$ cat src/rtl/ex_mem_skid_reg_if.sv
// rtl/ex_mem_skid_reg_if.sv - EX/MEM pipeline register handshake and payload bundle
// Purpose: groups the flush, upstream (EX) and downstream (MEM) handshake and
// payload signals of the EX/MEM skid register.
// Ports (signals):
//   Flush                     discard all held and incoming entries
//   InValid / InReady         EX-side handshake
//   InCtrl, InBranchTarget, InALU, InWriteData, InZero, InDestReg   EX payload
//   OutValid / OutReady       MEM-side handshake
//   OutCtrl, OutBranchTarget, OutALU, OutWriteData, OutZero, OutDestReg  MEM payload
// Modports: master = pipeline control/environment view, slave = the register.
interface ex_mem_skid_reg_if #(
    parameter int DATA_W = 32,
    parameter int REG_W  = 5,
    parameter int CTRL_W = 5
);
    logic              Flush;
    logic              InValid;
    logic              InReady;
    logic [CTRL_W-1:0] InCtrl;
    logic [DATA_W-1:0] InBranchTarget;
    logic [DATA_W-1:0] InALU;
    logic [DATA_W-1:0] InWriteData;
    logic              InZero;
    logic [REG_W-1:0]  InDestReg;
    logic              OutValid;
    logic              OutReady;
    logic [CTRL_W-1:0] OutCtrl;
    logic [DATA_W-1:0] OutBranchTarget;
    logic [DATA_W-1:0] OutALU;
    logic [DATA_W-1:0] OutWriteData;
    logic              OutZero;
    logic [REG_W-1:0]  OutDestReg;

    modport master (
        output Flush, InValid, InCtrl, InBranchTarget, InALU, InWriteData, InZero, InDestReg,
        output OutReady,
        input  InReady, OutValid, OutCtrl, OutBranchTarget, OutALU, OutWriteData, OutZero, OutDestReg
    );

    modport slave (
        input  Flush, InValid, InCtrl, InBranchTarget, InALU, InWriteData, InZero, InDestReg,
        input  OutReady,
        output InReady, OutValid, OutCtrl, OutBranchTarget, OutALU, OutWriteData, OutZero, OutDestReg
    );
endinterface

$ cat src/rtl/ex_mem_skid_reg.sv
// rtl/ex_mem_skid_reg.sv - two-entry skid buffer acting as the EX/MEM pipeline register
// Purpose: holds up to two EX results (main + skid) in strict FIFO order so that
// InReady depends only on registered state, never on OutReady.
// Ports:
//   Clk  single clock, all state changes on its rising edge
//   Rst  synchronous active-high reset
//   bus  ex_mem_skid_reg_if.slave: Flush, In* handshake/payload, Out* handshake/payload
// Out* always shows the main entry; OutCtrl reads zero whenever OutValid is low.
module ex_mem_skid_reg #(
    parameter int DATA_W = 32,
    parameter int REG_W  = 5,
    parameter int CTRL_W = 5
) (
    input  logic              Clk,
    input  logic              Rst,
    ex_mem_skid_reg_if.slave  bus
);
    localparam int ENT_W    = CTRL_W + 3 * DATA_W + REG_W + 1;
    // Field offsets inside a packed entry, LSB first.
    localparam int ZERO_OFS = REG_W;
    localparam int WD_OFS   = REG_W + 1;
    localparam int ALU_OFS  = WD_OFS + DATA_W;
    localparam int BT_OFS   = ALU_OFS + DATA_W;
    localparam int CTRL_OFS = BT_OFS + DATA_W;

    localparam logic [1:0] ST_EMPTY = 2'd0;
    localparam logic [1:0] ST_ONE   = 2'd1;
    localparam logic [1:0] ST_FULL  = 2'd2;

    logic [1:0]       state_q, state_d;
    logic [ENT_W-1:0] main_q, main_d;
    logic [ENT_W-1:0] skid_q, skid_d;
    logic [ENT_W-1:0] in_ent;
    logic             accept;
    logic             consume;

    assign in_ent = {bus.InCtrl, bus.InBranchTarget, bus.InALU, bus.InWriteData,
                     bus.InZero, bus.InDestReg};

    // Ready comes from registered state only; Rst gating keeps it low during reset.
    assign bus.InReady  = (state_q != ST_FULL) && !Rst;
    assign bus.OutValid = (state_q == ST_ONE) || (state_q == ST_FULL);

    assign accept  = bus.InValid && bus.InReady;
    assign consume = bus.OutValid && bus.OutReady;

    always_comb begin
        state_d = state_q;
        main_d  = main_q;
        skid_d  = skid_q;
        if (bus.Flush) begin
            // Flush wins over any same-cycle accept/consume; only control bits
            // are cleared so the bubble carries no side effects downstream.
            state_d                        = ST_EMPTY;
            main_d[CTRL_OFS +: CTRL_W]     = '0;
        end else begin
            case (state_q)
                ST_EMPTY: begin
                    if (accept) begin
                        main_d  = in_ent;
                        state_d = ST_ONE;
                    end
                end
                ST_ONE: begin
                    if (accept && consume) begin
                        main_d = in_ent;
                    end else if (accept) begin
                        skid_d  = in_ent;
                        state_d = ST_FULL;
                    end else if (consume) begin
                        main_d[CTRL_OFS +: CTRL_W] = '0;
                        state_d                    = ST_EMPTY;
                    end
                end
                ST_FULL: begin
                    if (consume) begin
                        main_d  = skid_q;
                        state_d = ST_ONE;
                    end
                end
                default: begin
                    main_d[CTRL_OFS +: CTRL_W] = '0;
                    state_d                    = ST_EMPTY;
                end
            endcase
        end
    end

    always_ff @(posedge Clk) begin
        if (Rst) begin
            state_q <= ST_EMPTY;
            main_q  <= '0;
            skid_q  <= '0;
        end else begin
            state_q <= state_d;
            main_q  <= main_d;
            skid_q  <= skid_d;
        end
    end

    assign bus.OutDestReg      = main_q[REG_W-1:0];
    assign bus.OutZero         = main_q[ZERO_OFS];
    assign bus.OutWriteData    = main_q[WD_OFS +: DATA_W];
    assign bus.OutALU          = main_q[ALU_OFS +: DATA_W];
    assign bus.OutBranchTarget = main_q[BT_OFS +: DATA_W];
    assign bus.OutCtrl         = main_q[CTRL_OFS +: CTRL_W];
endmodule

$ cat src/flat_wrapper.sv
// flat-port wrapper written by rule: the top's interface ports become plain ports
module ex_mem_skid_reg_flat 
#(
    parameter int DATA_W = 32,
    parameter int REG_W  = 5,
    parameter int CTRL_W = 5
)
  (Clk, Rst, bus_Flush, bus_InValid, bus_InCtrl, bus_InBranchTarget, bus_InALU, bus_InWriteData, bus_InZero, bus_InDestReg, bus_OutReady, bus_InReady, bus_OutValid, bus_OutCtrl, bus_OutBranchTarget, bus_OutALU, bus_OutWriteData, bus_OutZero, bus_OutDestReg);
  ex_mem_skid_reg_if #(.DATA_W(DATA_W), .REG_W(REG_W), .CTRL_W(CTRL_W)) bus_i ();
  input  logic Clk;
  input  logic Rst;
  input wire logic [$bits(bus_i.Flush)-1:0] bus_Flush;
  input wire logic [$bits(bus_i.InValid)-1:0] bus_InValid;
  input wire logic [$bits(bus_i.InCtrl)-1:0] bus_InCtrl;
  input wire logic [$bits(bus_i.InBranchTarget)-1:0] bus_InBranchTarget;
  input wire logic [$bits(bus_i.InALU)-1:0] bus_InALU;
  input wire logic [$bits(bus_i.InWriteData)-1:0] bus_InWriteData;
  input wire logic [$bits(bus_i.InZero)-1:0] bus_InZero;
  input wire logic [$bits(bus_i.InDestReg)-1:0] bus_InDestReg;
  input wire logic [$bits(bus_i.OutReady)-1:0] bus_OutReady;
  output wire logic [$bits(bus_i.InReady)-1:0] bus_InReady;
  output wire logic [$bits(bus_i.OutValid)-1:0] bus_OutValid;
  output wire logic [$bits(bus_i.OutCtrl)-1:0] bus_OutCtrl;
  output wire logic [$bits(bus_i.OutBranchTarget)-1:0] bus_OutBranchTarget;
  output wire logic [$bits(bus_i.OutALU)-1:0] bus_OutALU;
  output wire logic [$bits(bus_i.OutWriteData)-1:0] bus_OutWriteData;
  output wire logic [$bits(bus_i.OutZero)-1:0] bus_OutZero;
  output wire logic [$bits(bus_i.OutDestReg)-1:0] bus_OutDestReg;
  assign bus_i.Flush = bus_Flush;
  assign bus_i.InValid = bus_InValid;
  assign bus_i.InCtrl = bus_InCtrl;
  assign bus_i.InBranchTarget = bus_InBranchTarget;
  assign bus_i.InALU = bus_InALU;
  assign bus_i.InWriteData = bus_InWriteData;
  assign bus_i.InZero = bus_InZero;
  assign bus_i.InDestReg = bus_InDestReg;
  assign bus_i.OutReady = bus_OutReady;
  assign bus_InReady = bus_i.InReady;
  assign bus_OutValid = bus_i.OutValid;
  assign bus_OutCtrl = bus_i.OutCtrl;
  assign bus_OutBranchTarget = bus_i.OutBranchTarget;
  assign bus_OutALU = bus_i.OutALU;
  assign bus_OutWriteData = bus_i.OutWriteData;
  assign bus_OutZero = bus_i.OutZero;
  assign bus_OutDestReg = bus_i.OutDestReg;
  ex_mem_skid_reg #(.DATA_W(DATA_W), .REG_W(REG_W), .CTRL_W(CTRL_W)) u_core (.Clk(Clk), .Rst(Rst), .bus(bus_i));
endmodule
$ cat config.mk
export PLATFORM = sky130hd
export DESIGN_NAME = ex_mem_skid_reg_flat
export DESIGN_NICKNAME = d
export VERILOG_FILES = /design/src/rtl/ex_mem_skid_reg_if.sv /design/src/rtl/ex_mem_skid_reg.sv /design/src/flat_wrapper.sv
export SDC_FILE = /design/constraint.sdc
export NUM_CORES = 1
export LEC_CHECK = 0
export BUFFER_PORTS_ARGS = -buffer_cell sky130_fd_sc_hd__buf_2
export CORE_MARGIN = 2
export CORE_UTILIZATION = 28
export DETAILED_ROUTE_END_ITERATION = 7
export GPL_ROUTABILITY_DRIVEN = 0
export MAX_ROUTING_LAYER = met4
export PLACE_DENSITY = 0.58
export SLEW_MARGIN = 0
export SYNTH_ARGS = -nofsm -noshare
export SYNTH_HDL_FRONTEND = slang
export SYNTH_SLANG_ARGS = --single-unit
$ cat constraint.sdc
create_clock -name Clk -period 2.48 [get_ports Clk]
set_input_delay 0.248 -clock Clk [delete_from_list [all_inputs] [get_ports Clk]]
set_output_delay 0.248 -clock Clk [all_outputs]
set_load 0.01 [all_outputs]
==> impl_metrics.toml <==
[status]
status = "finished, final reports clean"

[critical_path]
crit_path_end_kind = "output port"
crit_required_ps = 2230
startpoint_type = "flip-flop"
worstPathArrival_ps = 2170
critPathKind = "flip-flop to output port"
worstPathMaxFanout = 84

[power_and_ir_drop]
ir_worst_vdd_uv = 486
pwr-share-comb = 0.137
pwr-share-seq = 0.436
p_clk_frac = 0.427
netSwitchingFraction = 0.257
power.density_nw_per_um2 = 665
p_switching_uw = 2180
intPower_uw = 6290
leakage_uw = 0.00459
design_power_total_uw = 8470

[route]
totalWireLength_um = 28300
drtIter0Drc = 395
vias = 8250
first_pass_iters = 5
avgViaCountPerCell = 4.75
routedWlPerCell_um = 16.3
postRouteAntennaNets = 0
drc = 0

[sta]
layout_setup_ws_ps = 59.1
finClkSkew_ps = 25.3
final.setup.tns_ps = 0
worst_slew_pin_slew_ps = 1120
finalCritPeriodShare = 0.976
maxSlewViolCount = 0
whs_ps = 349
finalHoldViolations = 0
period_minus_slack_ps = 2420
setup_viol = 0
fmax_ghz = 0.413
maxSlewHeadroom = 0.254

[synthesis]
syn-instance-count = 991
synth.most_common_cell = "nand2_1"
syn-num-nets = 1108
synth_area_leaders = "dfxtp_1 46%, a21oi_1 11%, mux2i_1 11%"
synth_top_area_share = 0.463
postSynth.asyncResetShare = 0
ys_seq_elements = 216
synth-edff-count = 0
synthesis.area_sq_um = 9340
synth_cell_types = 35
syn_avg_cell_area_sq_um = 9.42
ys.flop_type = "dfxtp_1"
yosys_warnings = 0
yosysTopAreaCell = "dfxtp_1"
yosysSeqAreaShare = 0.463
synth.top_cells.by_count = "220 x nand2_1, 216 x dfxtp_1, 209 x a21oi_1, 102 x mux2i_1, 80 x a211oi_2"

[clock_network]
clkSlewWorstSetupHoldPaths_ps = 60
cts_buffer_depth = 3
numCtsBuffers = 26
htreeDepth = 1
cts_root_buf = "clkbuf_16"
cts.sinks = 216
cts_tree = "done"
clock_latency_ps = 540

[grt]
grt_pass1_vias = 8322
antenna_found_initial = 2
grt_start_max_net_pins = 167
overflow = 0
grt_pass1_wl_um = 44300
track_usage = 0.157

[flow_run]
maxCapViolations = 0

[floorplan]
start_util = 0.286
num_rows = 66
dieWidth_um = 187
die_h_um = 187
design.die.area_sq_um = 34800
io_pins = 221
fp.coreArea_sq_um = 32700

[min_path]
hold_path_class = "input port to flip-flop"

[place]
port_buffers = 220
post-dp-hpwl_um = 15900
dpl_cell_area_sq_um = 10700
pre_cts_ws_ps = 144

[cells_and_area]
syn2layout_area_growth_pct = 36.5
final_area_sq_um = 12700
finalNetCount = 1393
nFillCells = 3294
drive_gt1_frac = 0.287
cells by family (layout without fill, tap and decap cells):
| family | after synthesis | count (layout) | synth area share |
|---|---|---|---|
| buffers and inverters | 97 | 397 | 0.0606 |
| flip-flops | 216 | 216 | 0.463 |
| XOR/XNOR | 1 | 1 | 0.000938 |
| multiplexers | 103 | 103 | 0.111 |
| adder cells (fa/ha/maj) | 6 | 6 | 0.00777 |
| AND/OR/NAND/NOR | 236 | 236 | 0.103 |
| other | 0 | 3 | 0 |
| AO/OA/AOI/OAI | 332 | 332 | 0.254 |
sequential cells by signal, indices dropped and copies added, names as in the netlist:
| name | count |
|---|---|
| u_core.main_q | 107 |
| u_core.skid_q | 107 |
| u_core.state_q | 2 |
what timing repair did:
item                                   in CTS  in global routing
resized for setup                           0                  7
setup endpoints to repair                   0                 55
endpoints found under the hold margin     108                  0
hold buffers                              109                  0
setup buffers                               0                  2
cells in the final DEF, fill, tap and decap left out, drive strengths merged:
cell type / count
nor4: 1
nor4b: 1
xnor2: 1
or2: 1
nand4b: 1
a221oi: 1
dfxtp: 216
diode: 3
nor3b: 1
a21oi: 209
nor3: 3
buf: 239
bufinv: 1
dlygate4sd3: 109
clkinv: 5
mux2: 1
ha: 5
a21o: 1
a22o: 6
or3b: 1
nand3: 1
a222oi: 1
inv: 2
nand2b: 2
clkbuf: 41
a211oi: 102
and4b: 1
mux2i: 102
nor2: 2
o21ai: 6
and2: 1
maj3: 1
a22oi: 6
nand2: 220
worst paths after layout:
path	from	end	slack, ps	cells past startpoint
min	bus_InValid	u_core.state_q[1]$_SDFFE_PP0P_	350	5
max reg2reg	u_core.state_q[0]$_SDFFE_PP0P_	u_core.main_q[45]$_SDFFE_PP0P_	140	7
max	u_core.state_q[0]$_SDFFE_PP0P_	bus_InReady	60	5
min reg2reg	u_core.skid_q[62]$_SDFFE_PP0P_	u_core.skid_q[62]$_SDFFE_PP0P_	450	2
per-layer routing:
metal	vias to the layer above	wire, um	track usage
li1	4065	-	-
met1	3933	12900	0.195
met2	207	13200	0.260
met3	45	1500	0.0288
met4	0	678	0.0482
met5	-	0	-
area by class of cell:
| type | instances | area [sq um] | area share |
|---|---|---|---|
| inverters | 2 | 7.51 | 0.000589 |
| diodes | 3 | 7.51 | 0.000589 |
| clock buffers | 37 | 732 | 0.0574 |
| multi-input cells | 678 | 4490 | 0.352 |
| repair buffers | 352 | 2560 | 0.201 |
| well taps | 442 | 553 | 0.0434 |
| flip-flops and latches | 216 | 4330 | 0.339 |
| clock inverters | 6 | 70.1 | 0.00550 |
power by group through the flow:
stage	registers (uW)	logic, uW	clock network (uW)
floorplan	3820	560	0
global route	3700	1260	3890
CTS	3690	1130	3760
detailed placement	3760	987	0
global placement	3760	969	0
finish	3690	1160	3620
worst max-delay path, cell delays in order, from the launching register on:
cell and delay [ps]:
dfxtp_1 350, inv_1 160, ha_4 270, buf_16 470, nor2_1 100, buf_2 180
per-stage QoR:
step / std cells / utilization
detailed placement: 1576 / 0.328
CTS: 1728 / 0.386
global placement: 1576 / 0.328
floorplan: 991 / -
global route: 1735 / 0.390
finish: 1736 / 0.390
Power figures use the tool's default switching activity.
